===== config.mk =====
export PLATFORM = sky130hd
export DESIGN_NAME = mult_input_conditioner
export DESIGN_NICKNAME = d
export VERILOG_FILES = /design/src/rtl/mult_input_conditioner.sv
export SDC_FILE = /design/constraint.sdc
export NUM_CORES = 1
export LEC_CHECK = 0
export ABC_CLOCK_PERIOD_IN_PS = 3500
export CORE_MARGIN = 1
export CORE_UTILIZATION = 59
export DETAILED_ROUTE_END_ITERATION = 8
export PLACE_DENSITY_LB_ADDON = 0.3
export SLEW_MARGIN = 40
export SYNTH_ARGS = -nofsm -noshare
export SYNTH_HDL_FRONTEND = slang
export SYNTH_SLANG_ARGS = --single-unit

===== constraint.sdc =====
create_clock -name clk -period 3.5 [get_ports clk]
set_clock_uncertainty 0.2 [all_clocks]
set_input_delay 0.7 -clock clk [delete_from_list [all_inputs] [get_ports clk]]
set_output_delay 0.7 -clock clk [all_outputs]
set_load 0.02 [all_outputs]

===== src/rtl/mult_input_conditioner.sv =====
// Input conditioning front end for a small sequential multiplier.
// Raw switches and a bouncy start button are synchronized, the button is
// debounced and edge-detected, and a two-state controller issues a single
// start pulse per accepted press. It latches the operands and reports either
// completion or a timeout through sticky flags.
module mult_input_conditioner #(
    parameter int DEBOUNCE_CYCLES = 1000000,
    parameter int TIMEOUT_CYCLES  = 16
) (
    input  logic       clk,
    input  logic       clr,
    input  logic [3:0] sw_a,
    input  logic [3:0] sw_b,
    input  logic       btn_start,
    input  logic       done,
    output logic [3:0] a,
    output logic [3:0] b,
    output logic       start,
    output logic       busy,
    output logic       result_valid,
    output logic       timeout_err
);

    localparam int              DBW      = $clog2(DEBOUNCE_CYCLES);
    localparam logic [DBW-1:0]  DB_LAST  = DBW'(DEBOUNCE_CYCLES - 1);
    localparam logic [7:0]      TO_LIMIT = 8'(TIMEOUT_CYCLES);

    typedef enum logic {
        IDLE = 1'b0,
        WAIT = 1'b1
    } state_t;

    // Synchronizer stages, packed as {btn, sw_b, sw_a}
    logic [8:0]     sync_p0;
    logic [8:0]     sync_p1;

    logic           btn_s;
    logic [3:0]     sw_a_s;
    logic [3:0]     sw_b_s;

    logic [DBW-1:0] db_cnt;
    logic           deb;
    logic           deb_d;
    logic           btn_rise;

    state_t         state;
    state_t         state_nx;
    logic [7:0]     tcnt;
    logic [7:0]     tcnt_nx;
    logic [7:0]     tcnt_inc;
    logic [3:0]     a_nx;
    logic [3:0]     b_nx;
    logic           start_nx;
    logic           busy_nx;
    logic           rv_nx;
    logic           te_nx;

    // Two-flop synchronizer for every asynchronous input; only the second flop is consumed
    always_ff @(posedge clk) begin
        if (clr) begin
            sync_p0 <= '0;
            sync_p1 <= '0;
        end else begin
            sync_p0 <= {btn_start, sw_b, sw_a};
            sync_p1 <= sync_p0;
        end
    end

    assign sw_a_s = sync_p1[3:0];
    assign sw_b_s = sync_p1[7:4];
    assign btn_s  = sync_p1[8];

    // Debounce: the level changes only after DEBOUNCE_CYCLES consecutive disagreeing cycles
    always_ff @(posedge clk) begin
        if (clr) begin
            db_cnt <= '0;
            deb    <= 1'b0;
            deb_d  <= 1'b0;
        end else begin
            deb_d <= deb;
            if (btn_s == deb) begin
                db_cnt <= '0;
            end else if (db_cnt == DB_LAST) begin
                deb    <= btn_s;
                db_cnt <= '0;
            end else begin
                db_cnt <= db_cnt + 1'b1;
            end
        end
    end

    // Only a press matters; releases are deliberately ignored
    assign btn_rise = deb & ~deb_d;

    // Controller state, timeout counter and all registered outputs
    always_ff @(posedge clk) begin
        if (clr) begin
            state        <= IDLE;
            tcnt         <= '0;
            a            <= '0;
            b            <= '0;
            start        <= 1'b0;
            busy         <= 1'b0;
            result_valid <= 1'b0;
            timeout_err  <= 1'b0;
        end else begin
            state        <= state_nx;
            tcnt         <= tcnt_nx;
            a            <= a_nx;
            b            <= b_nx;
            start        <= start_nx;
            busy         <= busy_nx;
            result_valid <= rv_nx;
            timeout_err  <= te_nx;
        end
    end

    // Next-state and next-output decode; done is ignored while start is still high
    // because it may be a leftover from the previous operation
    always_comb begin
        state_nx = state;
        tcnt_nx  = tcnt;
        tcnt_inc = tcnt + 8'd1;
        a_nx     = a;
        b_nx     = b;
        start_nx = 1'b0;
        busy_nx  = busy;
        rv_nx    = result_valid;
        te_nx    = timeout_err;
        case (state)
            IDLE: begin
                if (btn_rise) begin
                    a_nx     = sw_a_s;
                    b_nx     = sw_b_s;
                    start_nx = 1'b1;
                    busy_nx  = 1'b1;
                    rv_nx    = 1'b0;
                    te_nx    = 1'b0;
                    tcnt_nx  = '0;
                    state_nx = WAIT;
                end
            end
            WAIT: begin
                tcnt_nx = tcnt_inc;
                if (!start && done) begin
                    busy_nx  = 1'b0;
                    rv_nx    = 1'b1;
                    te_nx    = 1'b0;
                    state_nx = IDLE;
                end else if (tcnt_inc == TO_LIMIT) begin
                    busy_nx  = 1'b0;
                    te_nx    = 1'b1;
                    state_nx = IDLE;
                end
            end
            default: begin
                state_nx = IDLE;
            end
        endcase
    end

endmodule


# Word-level counts from Yosys, hierarchy flattened

Index checks and enable logic that the tools add are counted.

Input port bits: 12
Output and inout port bits: 12
Logic and storage cells: 49
Register bits after elaboration: 61

Multiplexer cells: 16
Add/subtract/negate cells: 2
Reduce and logical (&&, ||, !) cells: 8
Bitwise operators: 4
Eq/ne operators: 6

Operators with widths:

| kind                    | count |
|---|---|
| $add A20 B1 Y20 const B | 1 |
| $eq A20 B20 Y1 const B  | 1 |
| $pmux W8 S2             | 1 |
| $mux W1                 | 10 |
| $add A8 B1 Y8 const B   | 1 |
| $eq A8 B5 Y1 const B    | 1 |
| $mux W8                 | 1 |
| $pmux W1 S2             | 4 |
| $reduce_and A2 Y1       | 4 |
| $ne A3 B1 Y1 const B    | 1 |
| $not A1 Y1              | 3 |
| $reduce_or A3 Y1        | 1 |
| $ne A2 B1 Y1 const B    | 1 |
| $ne A2 B2 Y1 const B    | 1 |
| $reduce_or A2 Y1        | 1 |
| $and A1 B1 Y1           | 1 |
| $eq A1 B1 Y1            | 1 |
| $logic_and A1 B1 Y1     | 1 |
| $logic_not A1 Y1        | 1 |

# Longest topological paths before layout

Gate-level depths: netlist of the first run.

Depth after elaboration: 5
Gate-level depth with buffers: 7
Depth with buffers taken out: 5

# Worst setup path before layout of the first run

No wires, ideal clock.

Path kind: register to register
Start point: register db_cnt[0]
End point: register db_cnt[10]
Stages on the path, launching flop included: 8
Path buffers: 2
Required time: 3.183 ns
Arrival: 1.725 ns
Clock period less this slack: 2.042 ns
Library setup time: 0.117 ns
Slack: 1.458 ns
Cells stage by stage: dfxtp_1 > ha_1 > and2_1 > clkbuf_1 > nand4_1 > o21ai_1 > buf_2 > nor2_1

Word-level cells in the longest chain between the ends: 2
Elaborated cells on any way between the ends: 3
Those cells by class: add/sub: 1; eq/ne: 1; reduce/logical: 1

Ends and longest elaborated chain:

| element                                                                 | RTL line | source |
|---|---|---|
| start: declaration                                                      | 41       | `logic [DBW-1:0] db_cnt;` |
| start signal: assignment                                                | 87       | `db_cnt <= db_cnt + 1'b1;` |
| parallel branches: the longest is 2 deep, another holds $add A20 B1 Y20 | n/a      |  |

Several ways; the timed one is not identified.
A chain may end at the register's enable or synchronous reset.

# Worst setup path after layout of the first run

Start point: register result_valid
End point: output result_valid

RTL lines:

| element                  | RTL line | source |
|---|---|---|
| start: declaration       | 20       | `output logic result_valid,` |
| start signal: assignment | 113      | `result_valid <= rv_nx;` |

No word-level cell between the ends.

==> out/results.md, run 1 <==
| Stage | Metric | This run |
|---|---|---|
| die | IO Pins | 24 |
| die | Die outline height | 65.2 µm |
| final layout | Post-layout instance area | 0.00279 mm² |
| worst setup path | Worst-path cell chain | clkdlybuf4s50_1 |
| synth | Fraction of registers with async set/reset | 0 |
| worst setup path | Critical Path Source Type | register |
| final layout | P&R area growth vs syn | 18.2% |
| power | Maximum vdd drop | 0.000377 V |
| route | Remaining antenna violation count | 0 |
| clock network | Root buf cell | sky130_fd_sc_hd__clkbuf_8 |
| clock network | Clock slew at the register clock pins of the worst setup and hold paths | 70 ps |
| worst setup path | Crit. End Element | output pin |
| worst setup path | Required time worst endpoint | 2600 ps |
| synth | Ys flop type | sky130_fd_sc_hd__dfxtp_1 |
| sta | Fraction of the cycle the final worst path needs | 0.627 |
| sta | Post-route minimum period | 2190 ps |
| sta | Relative slew margins | 0.558 |
| clock network | CTS buffer count | 9 |
| final layout | # nets final | 302 |
| final layout | Fraction of layout instances using a drive strength above 1 | 0.0683 |
| worst setup path | Category of cells accounting for the largest share of critical-path delay | buffers and inverters |
| synth | Library cell occupying the most area in the post-synthesis netlist | sky130_fd_sc_hd__dfxtp_1 |
| power | Power per cell area | 447 mW/mm² |
| synth | Seq/Total Area, Yosys | 0.518 |
| die | Core region area | 0.00374 mm² |
| route | DRC violation total after the first TritonRoute iteration | 109 |
| synth | Number of distinct standard cells referenced by the synthesized netlist | 38 |
| job | Max_cap viols | 0 |
| min path | Type of the most critical hold path | register to register |
| clock network | Setup Fix Bufs, Post-CTS | 0 |
| worst setup path | Data arrival time of the critical path | 1290 ps |
| sta | Slew of the pin with the lowest slew margin | 662 ps |
| clock network | Maximum root-to-sink buffer count | 2 |
| clock network | Clock tree from TritonCTS | yes |
| synth | Cell types with the largest area share after synthesis | sky130_fd_sc_hd__dfxtp_1 (52%), sky130_fd_sc_hd__nor2b_1 (5.6%), sky130_fd_sc_hd__nand2_1 (4.6%) |
| worst setup path | Crit path kind | register to output pin |
| sta | Fin. Hold Viols | 0 |
| synth | EDFF count, synth | 0 |
| final layout | Antenna Cells | 0 |
| power | Net Switching | 0.270 mW |
| global route | Maximum number of pins on one net before global-route repair | 46 |
| synth | Total standard cell area after synthesis | 0.00236 mm² |
| power | Total internal power | 0.973 mW |
| synth | Area share of the largest cell type after synthesis | 0.518 |
| sta | Accumulated negative setup slack | 0 ps |
| die | Full die area | 0.00425 mm² |
| die | Width of the die | 65.2 µm |
| route | Pre-antenna DRT Iters | 4 |
| route | Routed via count divided by cell count | 5.44 |
| worst setup path | Peak per-stage delay on the critical path | 610 ps |
| power | Portion of total power attributed to sequential cells | 0.568 |
| clock network | Htree depth | 3 |
| worst setup path | Sum of buffers and inverters on the critical path | 1 |
| sta | Timing-limited maximum frequency | 456 MHz |
| final layout | Number of fillers in the final layout | 282 |
| synth | Seq cells post-synth | 61 |
| sta | Total setup violations reported at the end of the flow | 0 |
| clock network | Sinks on the clock net | 61 |
| sta | Number of pins exceeding their max-slew limit in the final report | 0 |
| global route | Global route total overflow | 0 |
| power | Net switching share of the total power | 0.217 |
| worst setup path | CP Max Fanout | 2 |
| status | Result of the run | finished clean |
| placement | Detailed placer's ending HPWL | 2710 µm |
| power | Clock group share of total power | 0.407 |
| route | Routed wirelength normalized by instance count | 12.3 µm |
| power | Leakage | 0.923 nW |
| global route | Overall track demand over capacity in global routing | 0.232 |
| global route | Number of global-route vias before repair | 1,689 |
| placement | Placed standard-cell area | 0.00263 mm² |
| final layout | Share of the core filled with cells | 0.744 |
| worst setup path | Max stage delay cell, worst path | sky130_fd_sc_hd__clkdlybuf4s50_1 |
| synth | Count of synthesis-stage warnings from yosys | 0 |
| route | Drt total wl | 4190 µm |
| synth | Gate count of the mapped netlist | 262 |
| placement | Placer's final routability congestion estimate | 0.790 |
| sta | Setup repair after global routing missed its margin | false |
| route | Vias after detailed routing | 1,854 |
| placement | Quantity of I/O buffers inserted on ports | 23 |
| power | Power share of the combinational group | 0.025 |
| synth | Cell with the most instances after synthesis | sky130_fd_sc_hd__dfxtp_1 |
| synth | Most instantiated cells after synthesis | sky130_fd_sc_hd__dfxtp_1 (61), sky130_fd_sc_hd__nand2_1 (29), sky130_fd_sc_hd__nor2_1 (23), sky130_fd_sc_hd__nor2b_1 (21), sky130_fd_sc_hd__a21oi_1 (20) |
| die | # rows | 22 |
| global route | Initial antenna violation count | 0 |
| clock network | Number of resized instances in the post-cts repair step | 0 |
| synth | Mean area per synthesized cell | 9.00 µm² |
| global route | Global-route wire length before repair | 7330 µm |
| clock network | Clock Latency Late Sink | 340 ps |
| die | Effective utilization at floorplan | 0.630 |
| synth | Number of nets produced by synthesis | 276 |
| clock network | Hold-fix buffers at CTS | 0 |
| route | DRC errors left | 0 |
==> power by group through the flow <==
stage | Sequential (mW) | Combinational, mW | Clock, mW
6_report | 0.707 | 0.0307 | 0.506
5_1_grt | 0.707 | 0.0341 | 0.556
4_1_cts | 0.707 | 0.0310 | 0.521
3_5_place_dp | 0.722 | 0.0309 | 0
3_3_place_gp | 0.722 | 0.0302 | 0
2_1_floorplan | 0.721 | 0.0160 | 0
==> sequential cells by signal, indices dropped and copies added (netlist names) <==
register and flops:
deb 1, result_valid 1, deb_d 1, timeout_err 1, b 4, busy 1
db_cnt 20, sync_p0 9, a 4, tcnt 8, sync_p1 9, state 1
start 1
==> cell families (layout without fill, tap and decap cells) <==
kind of cell / Yosys count / after routing / share of synthesized area
xor gates and xnor gates: 19 / 19 / 0.0706
AOI/OAI and AO/OA: 42 / 42 / 0.102
DFF: 61 / 61 / 0.518
buffers and inverters: 16 / 47 / 0.0265
adders and majority gates: 2 / 2 / 0.0106
and+or+nand+nor: 122 / 122 / 0.272
==> per-layer routing <==
metal | up-vias | wire length [µm] | share of wire | GRT usage
met5 | - | 0 | 0 | 0
li1 | 950 | - | - | -
met1 | 847 | 1950 | 0.47 | 0.280
met3 | 11 | 221 | 0.053 | 0.0903
met4 | 0 | 108 | 0.026 | 0.130
met2 | 46 | 1910 | 0.46 | 0.351
==> placed cells by master (no fill, tap or decap), types with 2 or more instances in the layout <==
cell type,Yosys,routed
sky130_fd_sc_hd__a21oi_1,20,20
sky130_fd_sc_hd__a22oi_1,4,4
sky130_fd_sc_hd__and2_1,2,2
sky130_fd_sc_hd__and3_1,2,2
sky130_fd_sc_hd__buf_4,0,3
sky130_fd_sc_hd__clkbuf_1,9,2
sky130_fd_sc_hd__clkbuf_8,0,9
sky130_fd_sc_hd__clkdlybuf4s50_1,0,23
sky130_fd_sc_hd__clkinv_2,0,4
sky130_fd_sc_hd__dfxtp_1,61,61
sky130_fd_sc_hd__ha_1,2,2
sky130_fd_sc_hd__inv_1,5,5
sky130_fd_sc_hd__nand2_1,29,29
sky130_fd_sc_hd__nand2b_1,2,2
sky130_fd_sc_hd__nand3_1,7,7
sky130_fd_sc_hd__nand3b_1,2,2
sky130_fd_sc_hd__nand4_1,8,8
sky130_fd_sc_hd__nor2_1,23,23
sky130_fd_sc_hd__nor2b_1,21,21
sky130_fd_sc_hd__nor3_1,8,8
sky130_fd_sc_hd__nor3b_1,2,2
sky130_fd_sc_hd__nor4_1,2,2
sky130_fd_sc_hd__o21ai_0,10,10
sky130_fd_sc_hd__or3_1,6,6
sky130_fd_sc_hd__or4_1,2,2
sky130_fd_sc_hd__xnor2_1,12,12
sky130_fd_sc_hd__xor2_1,7,7
==> worst paths after layout <==
kind	startpoint	end	slack [ps]	cells past startpoint
setup / recovery	result_valid$_SDFFE_PP0P_	result_valid	1310	1
hold / removal	sync_p0[4]$_SDFF_PP0_	sync_p1[4]$_SDFF_PP0_	240	1
setup reg to reg	state$_SDFF_PP0_	busy$_SDFFE_PP0P_	1400	5
hold reg to reg	sync_p0[4]$_SDFF_PP0_	sync_p1[4]$_SDFF_PP0_	240	1
==> per-stage QoR <==
| step | power, mW | hold WS [ps] | cells | setup slack, ps |
|---|---|---|---|---|
| after floorplan | 0.737 | 214 | 262 | 1460 |
| after global placement | 0.752 | 216 | 325 | 1150 |
| after detailed placement | 0.753 | 225 | 325 | 1100 |
| after CTS | 1.26 | 236 | 341 | 1280 |
| after global routing | 1.30 | 255 | 341 | 1200 |
| final | 1.24 | 236 | 341 | 1310 |
==> layout make-up <==
cell class,count,area [µm²],area share
clock buffer,11,131,0.0472
clock inverter,5,27.5,0.00988
inverter,5,18.8,0.00674
multi-input combinational,185,1070,0.385
sequential,61,1220,0.438
tap,48,60.1,0.0216
timing repair buffer,26,253,0.0907
Power figures use the tool's default switching activity.
==> run 2: changes to the inputs <==
Settings changed: ABC_CLOCK_PERIOD_IN_PS 3500 to 2200, CORE_UTILIZATION 59 to 55.
Clock period 3.5 ns to 2.2 ns, I/O delays scaled along.
==> out/results.md, run 2 (synthesized netlist as in run 1, its figures left out) <==
| Stage | Metric | This run |
|---|---|---|
| status | Result of the run | finished clean |
| min path | Type of the most critical hold path | register to register |
| sta | Relative slew margins | 0.634 |
| power | Leakage | 0.950 nW |
| sta | Post-route minimum period | 2050 ps |
| final layout | Top library cells by usage in the layout, fill and taps aside | sky130_fd_sc_hd__dfxtp_1 (61), sky130_fd_sc_hd__nand2_1 (29), sky130_fd_sc_hd__nor2_1 (23), sky130_fd_sc_hd__clkdlybuf4s50_1 (23), sky130_fd_sc_hd__nor2b_1 (21) |
| global route | Number of global-route vias before repair | 1,587 |
| final layout | Most common library cell in the layout ignoring fill and taps | sky130_fd_sc_hd__dfxtp_1 |
| global route | Global-route wire length before repair | 6930 µm |
| sta | Timing-limited maximum frequency | 489 MHz |
| worst setup path | Worst setup slack for register-to-register paths | 150 ps |
| route | Remaining antenna violation count | 0 |
| clock network | Htree depth | 3 |
| worst setup path | Max stage delay cell, worst path | sky130_fd_sc_hd__or4_1 |
| clock network | Sinks on the clock net | 61 |
| route | Vias after detailed routing | 1,841 |
| route | Routed via count divided by cell count | 5.35 |
| power | Maximum vdd drop | 0.000584 V |
| placement | # placed instances | 329 |
| worst setup path | Critical Path Source Type | register |
| final layout | Max FFs per register | 20 |
| die | # rows | 23 |
| sta | Accumulated negative setup slack | 0 ps |
| route | Routed wirelength normalized by instance count | 12.2 µm |
| route | DRC errors left | 0 |
| clock network | Clock tree from TritonCTS | yes |
| min path | Worst hold path startpoint | sync_p0[4]$_SDFF_PP0_ |
| sta | Number of pins exceeding their max-slew limit in the final report | 0 |
| clock network | Clock slew at the register clock pins of the worst setup and hold paths | 70 ps |
| global route | Overall track demand over capacity in global routing | 0.211 |
| global route | Maximum number of pins on one net before global-route repair | 25 |
| final layout | Number of fillers in the final layout | 322 |
| worst setup path | Required time worst endpoint | 2270 ps |
| worst setup path | Crit. End Element | register |
| die | Die outline height | 67.5 µm |
| die | Width of the die | 67.5 µm |
| final layout | Biggest regs | db_cnt x20, sync_p0 x9, sync_p1 x9 |
| placement | Placer's final routability congestion estimate | 0.808 |
| final layout | # nets final | 304 |
| sta | Setup repair after global routing missed its margin | false |
| die | Full die area | 0.00455 mm² |
| power | Power per cell area | 759 mW/mm² |
| final layout | Final cell count without fillers | 344 |
| global route | Initial antenna violation count | 0 |
| clock network | Root buf cell | sky130_fd_sc_hd__clkbuf_8 |
| clock network | Hold-fix buffers at CTS | 0 |
| sta | Fraction of the cycle the final worst path needs | 0.930 |
| final layout | Footprint of the multi-input gates | 0.00107 mm² |
| final layout | Register with the most flip-flops | db_cnt |
| worst setup path | Data arrival time of the critical path | 2110 ps |
| placement | Detailed placer's ending HPWL | 2730 µm |
| clock network | Maximum root-to-sink buffer count | 2 |
| worst setup path | Reg2reg start | db_cnt[7]$_SDFF_PP0_ |
| final layout | FF+latch area | 0.00122 mm² |
| global route | Global route total overflow | 0 |
| worst setup path | Crit path kind | register to register |
| job | Max_cap viols | 0 |
| final layout | Share of the core filled with cells | 0.701 |
| die | Core region area | 0.00406 mm² |
| final layout | Fraction of layout instances using a drive strength above 1 | 0.0782 |
| clock network | Setup Fix Bufs, Post-CTS | 0 |
| clock network | Number of resized instances in the post-cts repair step | 0 |
| die | IO Pins | 24 |
| sta | Slew of the pin with the lowest slew margin | 549 ps |
| final layout | P&R area growth vs syn | 20.6% |
| placement | Placed standard-cell area | 0.00264 mm² |
| final layout | Antenna Cells | 0 |
| worst setup path | Worst Setup SP | db_cnt[7]$_SDFF_PP0_ |
| route | Drt total wl | 4210 µm |
| route | Pre-antenna DRT Iters | 5 |
| worst setup path | CP Max Fanout | 7 |
| worst setup path | Peak per-stage delay on the critical path | 660 ps |
| final layout | Post-layout instance area | 0.00284 mm² |
| placement | Quantity of I/O buffers inserted on ports | 23 |
| clock network | Clock Latency Late Sink | 330 ps |
| route | DRC violation total after the first TritonRoute iteration | 71 |
| worst setup path | Worst-path cell chain | nand4_1, or4_1, or3_1, a21oi_1 |
| sta | Fin. Hold Viols | 0 |
| clock network | CTS buffer count | 9 |
| die | Effective utilization at floorplan | 0.581 |
| sta | Total setup violations reported at the end of the flow | 0 |
-- run 2: cell types whose count changed in the layout (fill, tap and decap cells not counted) --
cell / change
sky130_fd_sc_hd__buf_4: +2
sky130_fd_sc_hd__clkbuf_1: -2
sky130_fd_sc_hd__clkbuf_8: +2
sky130_fd_sc_hd__bufinv_16: +1
sky130_fd_sc_hd__clkinv_2: -2
-- run 2: routing by layer --
layer / share of wire / GRT usage / vias to the layer above
li1: - / - / 953
met1: 0.47 / 0.249 / 854
met2: 0.48 / 0.328 / 29
met3: 0.034 / 0.0845 / 5
met4: 0.0090 / 0.109 / 0
met5: 0 / 0 / -
-- run 2: path summary, 6_finish.rpt --
kind | depth (start not counted) | endpoint
max reg2reg | 4 | db_cnt[19]$_SDFF_PP0_
min reg2reg | 1 | sync_p1[4]$_SDFF_PP0_
min | 1 | sync_p1[4]$_SDFF_PP0_
max | 4 | db_cnt[19]$_SDFF_PP0_
-- run 2: through the flow --
stage	hold slack [ps]	worst slack (ps)	power, mW
final	235	153	2.16
after global routing	257	51.1	2.22
after global placement	217	243	1.20
after floorplan	214	158	1.17
after CTS	238	169	2.18
after detailed placement	226	195	1.20
-- run 2: layout make-up --
class	count	area share
clock inverters	4	0.0167
flip-flops and latches	61	0.430
repair buffers	28	0.0942
inverters	5	0.00660
clock buffers	11	0.0533
well taps	50	0.0220
multi-input cells	185	0.378
-- run 2: where the power goes --
part	internal [mW]	total, mW	leakage [nW]	switching, mW
Combinational	0.0293	0.0496	0.354	0.0202
Clock	0.574	0.984	0.101	0.410
Sequential	1.12	1.12	0.495	0.00426
Total	1.72	2.16	0.950	0.435
-- run 2: critical path, delay by kind of cell, from the launching register on --
| kind | cells | cell delay [ps] |
|---|---|---|
| DFF | 1 | 440 |
| and+or+nand+nor | 3 | 1210 |
| AOI/OAI and AO/OA | 1 | 140 |
